<file path="src/rtl/wb_arb2.sv">
// Two-master Wishbone arbiter sharing one slave: round-robin grant held for
// the whole CYC, with a per-transfer ACK timeout that errors the owner.
module wb_arb2 #(
   parameter int AW      = 32,
   parameter int DW      = 32,
   parameter int TIMEOUT = 64
) (
   input  logic          CLK_I,
   input  logic          RST_I,

   input  logic          M0_CYC_I,
   input  logic          M0_STB_I,
   input  logic          M0_WE_I,
   input  logic [AW-1:0] M0_ADR_I,
   input  logic [DW-1:0] M0_DAT_I,
   output logic [DW-1:0] M0_DAT_O,
   output logic          M0_ACK_O,
   output logic          M0_ERR_O,

   input  logic          M1_CYC_I,
   input  logic          M1_STB_I,
   input  logic          M1_WE_I,
   input  logic [AW-1:0] M1_ADR_I,
   input  logic [DW-1:0] M1_DAT_I,
   output logic [DW-1:0] M1_DAT_O,
   output logic          M1_ACK_O,
   output logic          M1_ERR_O,

   output logic          S_CYC_O,
   output logic          S_STB_O,
   output logic          S_WE_O,
   output logic [AW-1:0] S_ADR_O,
   output logic [DW-1:0] S_DAT_O,
   input  logic [DW-1:0] S_DAT_I,
   input  logic          S_ACK_I,

   output logic [1:0]    GNT_O
);

   localparam logic [7:0] TLIM = 8'(TIMEOUT - 1);

   typedef enum logic [1:0] {IDLE, OWN, HOLD} state_t;

   state_t        state_reg;
   logic          owner_reg;
   logic          last_reg;
   logic [7:0]    tcnt_reg;
   logic [1:0]    gnt_reg;

   logic [1:0]    cyc;
   logic [1:0]    stb;
   logic [1:0]    we;
   logic [AW-1:0] adr [2];
   logic [DW-1:0] dat [2];
   logic [1:0]    ack;
   logic [1:0]    err;
   logic [DW-1:0] rdat [2];

   logic          own_cyc;
   logic          own_stb;
   logic          active;
   logic          timeout_hit;
   logic          pick;

   assign cyc    = {M1_CYC_I, M0_CYC_I};
   assign stb    = {M1_STB_I, M0_STB_I};
   assign we     = {M1_WE_I,  M0_WE_I};
   assign adr[0] = M0_ADR_I;
   assign adr[1] = M1_ADR_I;
   assign dat[0] = M0_DAT_I;
   assign dat[1] = M1_DAT_I;

   assign own_cyc = cyc[owner_reg];
   assign own_stb = stb[owner_reg];

   // Reset gates every combinational path so an aborted transfer never errors.
   assign active      = (state_reg == OWN) && !RST_I;
   assign timeout_hit = active && own_cyc && own_stb && !S_ACK_I && (tcnt_reg == TLIM);

   // On a tie the master that did not own the slave last time wins.
   assign pick = (cyc == 2'b11) ? ~last_reg : cyc[1];

   assign S_CYC_O = active && own_cyc;
   assign S_STB_O = active && own_stb;
   assign S_WE_O  = active && we[owner_reg];
   assign S_ADR_O = active ? adr[owner_reg] : '0;
   assign S_DAT_O = active ? dat[owner_reg] : '0;

   generate
      for (genvar gi = 0; gi < 2; gi++) begin : g_master
         assign ack[gi]  = active && (owner_reg == 1'(gi)) && S_ACK_I;
         assign err[gi]  = timeout_hit && (owner_reg == 1'(gi));
         assign rdat[gi] = S_DAT_I;
      end
   endgenerate

   assign M0_ACK_O = ack[0];
   assign M1_ACK_O = ack[1];
   assign M0_ERR_O = err[0];
   assign M1_ERR_O = err[1];
   assign M0_DAT_O = rdat[0];
   assign M1_DAT_O = rdat[1];
   assign GNT_O    = gnt_reg;

   always_ff @(posedge CLK_I) begin
      if (RST_I) begin
         state_reg <= IDLE;
         owner_reg <= 1'b0;
         last_reg  <= 1'b1;
         tcnt_reg  <= 8'd0;
         gnt_reg   <= 2'b00;
      end else begin
         case (state_reg)
            IDLE: begin
               tcnt_reg <= 8'd0;
               if (|cyc) begin
                  state_reg <= OWN;
                  owner_reg <= pick;
                  gnt_reg   <= pick ? 2'b10 : 2'b01;
               end
            end
            OWN: begin
               if (!own_cyc) begin
                  state_reg <= IDLE;
                  last_reg  <= owner_reg;
                  gnt_reg   <= 2'b00;
                  tcnt_reg  <= 8'd0;
               end else if (timeout_hit) begin
                  state_reg <= HOLD;
                  tcnt_reg  <= 8'd0;
               end else if (S_ACK_I || !own_stb) begin
                  tcnt_reg <= 8'd0;
               end else begin
                  tcnt_reg <= tcnt_reg + 8'd1;
               end
            end
            HOLD: begin
               // Slave is parked until the errored master gives up its cycle.
               if (!own_cyc) begin
                  state_reg <= IDLE;
                  last_reg  <= owner_reg;
                  gnt_reg   <= 2'b00;
               end
            end
            default: begin
               state_reg <= IDLE;
               gnt_reg   <= 2'b00;
               tcnt_reg  <= 8'd0;
            end
         endcase
      end
   end

endmodule

</file>
<file path="config.mk">
export PLATFORM = sky130hd
export DESIGN_NAME = wb_arb2
export DESIGN_NICKNAME = d
export VERILOG_FILES = /design/src/rtl/wb_arb2.sv
export SDC_FILE = /design/constraint.sdc
export NUM_CORES = 1
export LEC_CHECK = 0
export BUFFER_PORTS_ARGS = -buffer_cell sky130_fd_sc_hd__clkbuf_2
export CAP_MARGIN = 5
export CORE_AREA = 2 2 117 119
export DETAILED_ROUTE_END_ITERATION = 10
export DIE_AREA = 0 0 119 121
export SLEW_MARGIN = 40
export SYNTH_ARGS = -nofsm -noshare
export SYNTH_HDL_FRONTEND = slang
export SYNTH_SLANG_ARGS = --single-unit
export TNS_END_PERCENT = 1
</file>
<file path="constraint.sdc">
create_clock -name CLK_I -period 2 [get_ports CLK_I]
set_input_delay 0 -clock CLK_I [delete_from_list [all_inputs] [get_ports CLK_I]]
set_output_delay 0 -clock CLK_I [all_outputs]
set_load 0.01 [all_outputs]
</file>
==> results_dict.tcl <==
set metrics [dict create \
    setup_tns_ps 0 \
    cts.sinks 14 \
    total_of_hold_buffers_inserted_after_clock_tree_synthesis 0 \
    cp.required_ps 2000 \
    drt-wirelength-per-cell_um 19.1 \
    vdd.ir_drop.worst_mv 0.472 \
    io_pins 306 \
    cts_htree_levels 1 \
    detailedPlace.worstSlack_ps 201 \
    routed-via-count 2380 \
    synth_register_bits 14 \
    pin_count_of_the_biggest_net_entering_global_routing 42 \
    timing.final.ws_setup_ps 145 \
    slowest_delay_ps 310 \
    grt_pass1_vias 2214 \
    clock_latency_at_the_later_pin_of_the_worst_skew_pair_ps 240 \
    post_synth_and_or_nand_nor_area_fraction_pct 13.4 \
    area_growth_syn_to_layout_pct 42.6 \
    unrepaired_setup_endpoints_after_global_routing "yes" \
    sequentialPowerShare_pct 22.4 \
    cts_tree "built" \
    multiInputGateArea_mm2 0.00118 \
    seq_area_frac_synth_pct 13.8 \
    timing.max_cap.violations 0 \
    finClkSkew_ps 1.13 \
    netlist_instances 249 \
    clockRootBuffer "sky130_fd_sc_hd__clkbuf_16" \
    cellInternalPower_mw 0.882 \
    worstPathCellList "inv_1 -> ha_1 -> nand2b_2 -> nor2_4 -> buf_12 -> a22o_1 -> clkbuf_2" \
    initial_utilization_pct 15.5 \
    cp_max_fo 41 \
    end_kind "primary output" \
    io_buffers 209 \
    route.detailed.drc 0 \
    min_period_ps 1860 \
    start_kind "flop" \
    synth_area_in_xor_xnor_pct 0.862 \
    routabilityCongestion 0.775 \
    power.density_cell_area_mw_per_mm2 474 \
    ys_async_sr_fraction_pct 0 \
    netlist_area_mm2 0.00203 \
    slew-limit-headroom_pct 67.8 \
    r2r_slack_ps 340 \
    n_fill_cell 1467 \
    hold-path-endpoint "M0_DAT_O[12]" \
    final_nets 560 \
    timing.fmax_ghz 0.539 \
    fin_util_pct 22.2 \
    die_area_mm2 0.0144 \
    antenna_found_initial 0 \
    critical_r2r_launch "state_reg[1]" \
    finalMaxSlewViolations 0 \
    worst_r2r_path_depth 6 \
    first_pass_grt_wire_length_um 14500 \
    drtIter0Drc 116 \
    die-width_um 119 \
    netSwitchingFraction_pct 35.8 \
    worst_path_max_delay_cell "sky130_fd_sc_hd__dfxtp_1" \
    main_combinational_cell_family_by_area_after_synthesis "compound AO/OA/AOI/OAI gates" \
    detailed_place_hpwl_um 9380 \
    synth_ff_type "sky130_fd_sc_hd__dfxtp_1" \
    dieHeight_um 121 \
    rows 42 \
    synth_compound_area_share_pct 37.2 \
    finalSetupViolCount 0 \
    power_frac_clock_pct 27.2 \
    detail_route.wirelength_um 10700 \
    yosys_warnings 0 \
    holdWs_ps 0.00554 \
    final_layout_size_suffix_gt1_share_pct 58.7 \
    outcome "finished clean" \
    post_synth_mux_area_share_pct 3.32 \
    floorplan_core_area_mm2 0.0131 \
    gr-usage-all-layers_pct 13.6 \
    path_class "reg2out" \
    arrival_ps 1860 \
    portion_of_the_clock_cycle_consumed_by_the_worst_path_in_the_final_layout_pct 92.8 \
    hp-start "S_DAT_I[12]" \
    drt-vias-per-instance 4.24 \
    synth_edf_count 0 \
    antennaDiodeCount 0 \
    ant_nets 0 \
    synth_cell_type_count 39 \
    cts_buffer_count 3 \
    worst_case_clock_buffer_depth 2 \
    gr-total-overflow 0 \
    share_comb_of_total_power_pct 50.4 \
    mappedNetlistNets 422 \
    worst_r2r_dst "tcnt_reg[3]" \
    leakage_nw 1.49 \
    postSynthAreaPerCell_um2 8.17 \
    timing_hold_violations_final 0 \
    drt_pre_antenna_iters 4 \
    largest_reg_flops 8 \
    p_switching_mw 0.492 \
    hold-path-cell-count 0 \
    setup_repair_bufs_after_cts 0 \
    worstHoldPathType "in2out" \
    adder_cell_share_of_the_synthesized_area_pct 2.46 \
    clkSlewWorstSetupHoldPaths_ps 50 \
    worstMarginPinSlew_ps 481 \
    sequential_cell_area_um2 280 \
]
-- placed cells by master, fill, tap and decap left out, drive strengths merged, types with 2 or more instances in the layout --
cell type / count
a22o: 66
nand3: 6
nor2b: 2
dfxtp: 14
a31oi: 4
buf: 5
o2111ai: 2
a21oi: 7
ha: 4
nor3: 3
and2: 4
nor2: 9
mux2i: 4
nand2b: 5
inv: 6
a22oi: 3
nand2: 11
clkbuf: 212
o21ai: 5
-- kinds of logic (layout without fill, tap and decap cells) --
family                     after synthesis  after routing
adders and majority gates                4              4
buffers and inverters                   87            223
AOI/OAI and AO/OA                       91             91
xor gates and xnor gates                 2              2
muxes                                    5              5
DFF                                     14             14
and+or+nand+nor                         46             46
-- worst max path at each step --
stage,end,cells after the start,startpoint
finish,S_DAT_O[18],7,state_reg[1]
global route,S_DAT_O[7],7,state_reg[1]
CTS,S_DAT_O[7],7,state_reg[1]
detailed placement,S_DAT_O[7],7,state_reg[1]
global placement,S_DAT_O[7],7,state_reg[1]
floorplan,S_ADR_O[23],7,state_reg[1]
-- Yosys cell counts (3+ instances only) --
master	n	area [µm²]
sky130_fd_sc_hd__a21oi_1	7	35.0
sky130_fd_sc_hd__a22o_1	66	578
sky130_fd_sc_hd__a31oi_1	4	25.0
sky130_fd_sc_hd__and2_1	4	25.0
sky130_fd_sc_hd__buf_2	10	50.1
sky130_fd_sc_hd__buf_4	65	488
sky130_fd_sc_hd__clkbuf_1	5	18.8
sky130_fd_sc_hd__dfxtp_1	14	280
sky130_fd_sc_hd__ha_1	4	50.1
sky130_fd_sc_hd__inv_1	6	22.5
sky130_fd_sc_hd__mux2i_1	3	30.0
sky130_fd_sc_hd__nand2_1	11	41.3
sky130_fd_sc_hd__nand2b_1	4	25.0
sky130_fd_sc_hd__nand3_1	6	30.0
sky130_fd_sc_hd__nor2_1	9	33.8
sky130_fd_sc_hd__o21ai_0	4	20.0
-- power groups by stage --
stage	clock, mW	sequential [mW]	combinational, mW
floorplan	0	0.311	0.472
global placement	0	0.312	0.698
CTS	0.384	0.308	0.698
finish	0.374	0.308	0.693
detailed placement	0	0.313	0.691
global route	0.394	0.310	0.751
-- metrics by stage --
step                instance area [µm²]  total power, mW  cells
floorplan                          2030            0.783    249
global placement                   2810             1.01    558
detailed placement                 2810             1.00    558
CTS                                2890             1.39    561
global route                       2900             1.45    561
finish                             2900             1.37    561
-- critical path, delay by kind of cell, from the launching register on --
kind                       cells  cell delay [ps]
AOI/OAI and AO/OA              1              260
buffers and inverters          3              500
DFF                            1              310
and+or+nand+nor                2              340
adders and majority gates      1              210
-- routing by layer --
layer  share of wire [%]  vias to the layer above  track usage [%]  routed length [µm]
li1                    -                     1140                -                   -
met4               0.047                        0            0.372                   5
met3                  12                        2             7.00                1340
met2                  41                      161             18.5                4400
met5                   0                        -                0                   0
met1                  46                     1077             19.7                4990
-- area by class of cell --
cell class	count	share of cell area (%)
multi-input combinational	148	40.6
timing repair buffer	214	38.8
sequential	14	9.66
tap	176	7.59
clock buffer	3	2.59
inverter	6	0.777
-- repair_timing --
action / 4_1_cts / 5_1_grt
hold endpoints to repair: 0 / 0
pin swaps: 0 / 0
setup endpoints to repair: 13 / 28
resized for setup: 1 / 3
Note: power is estimated with default switching activity, not from simulation.
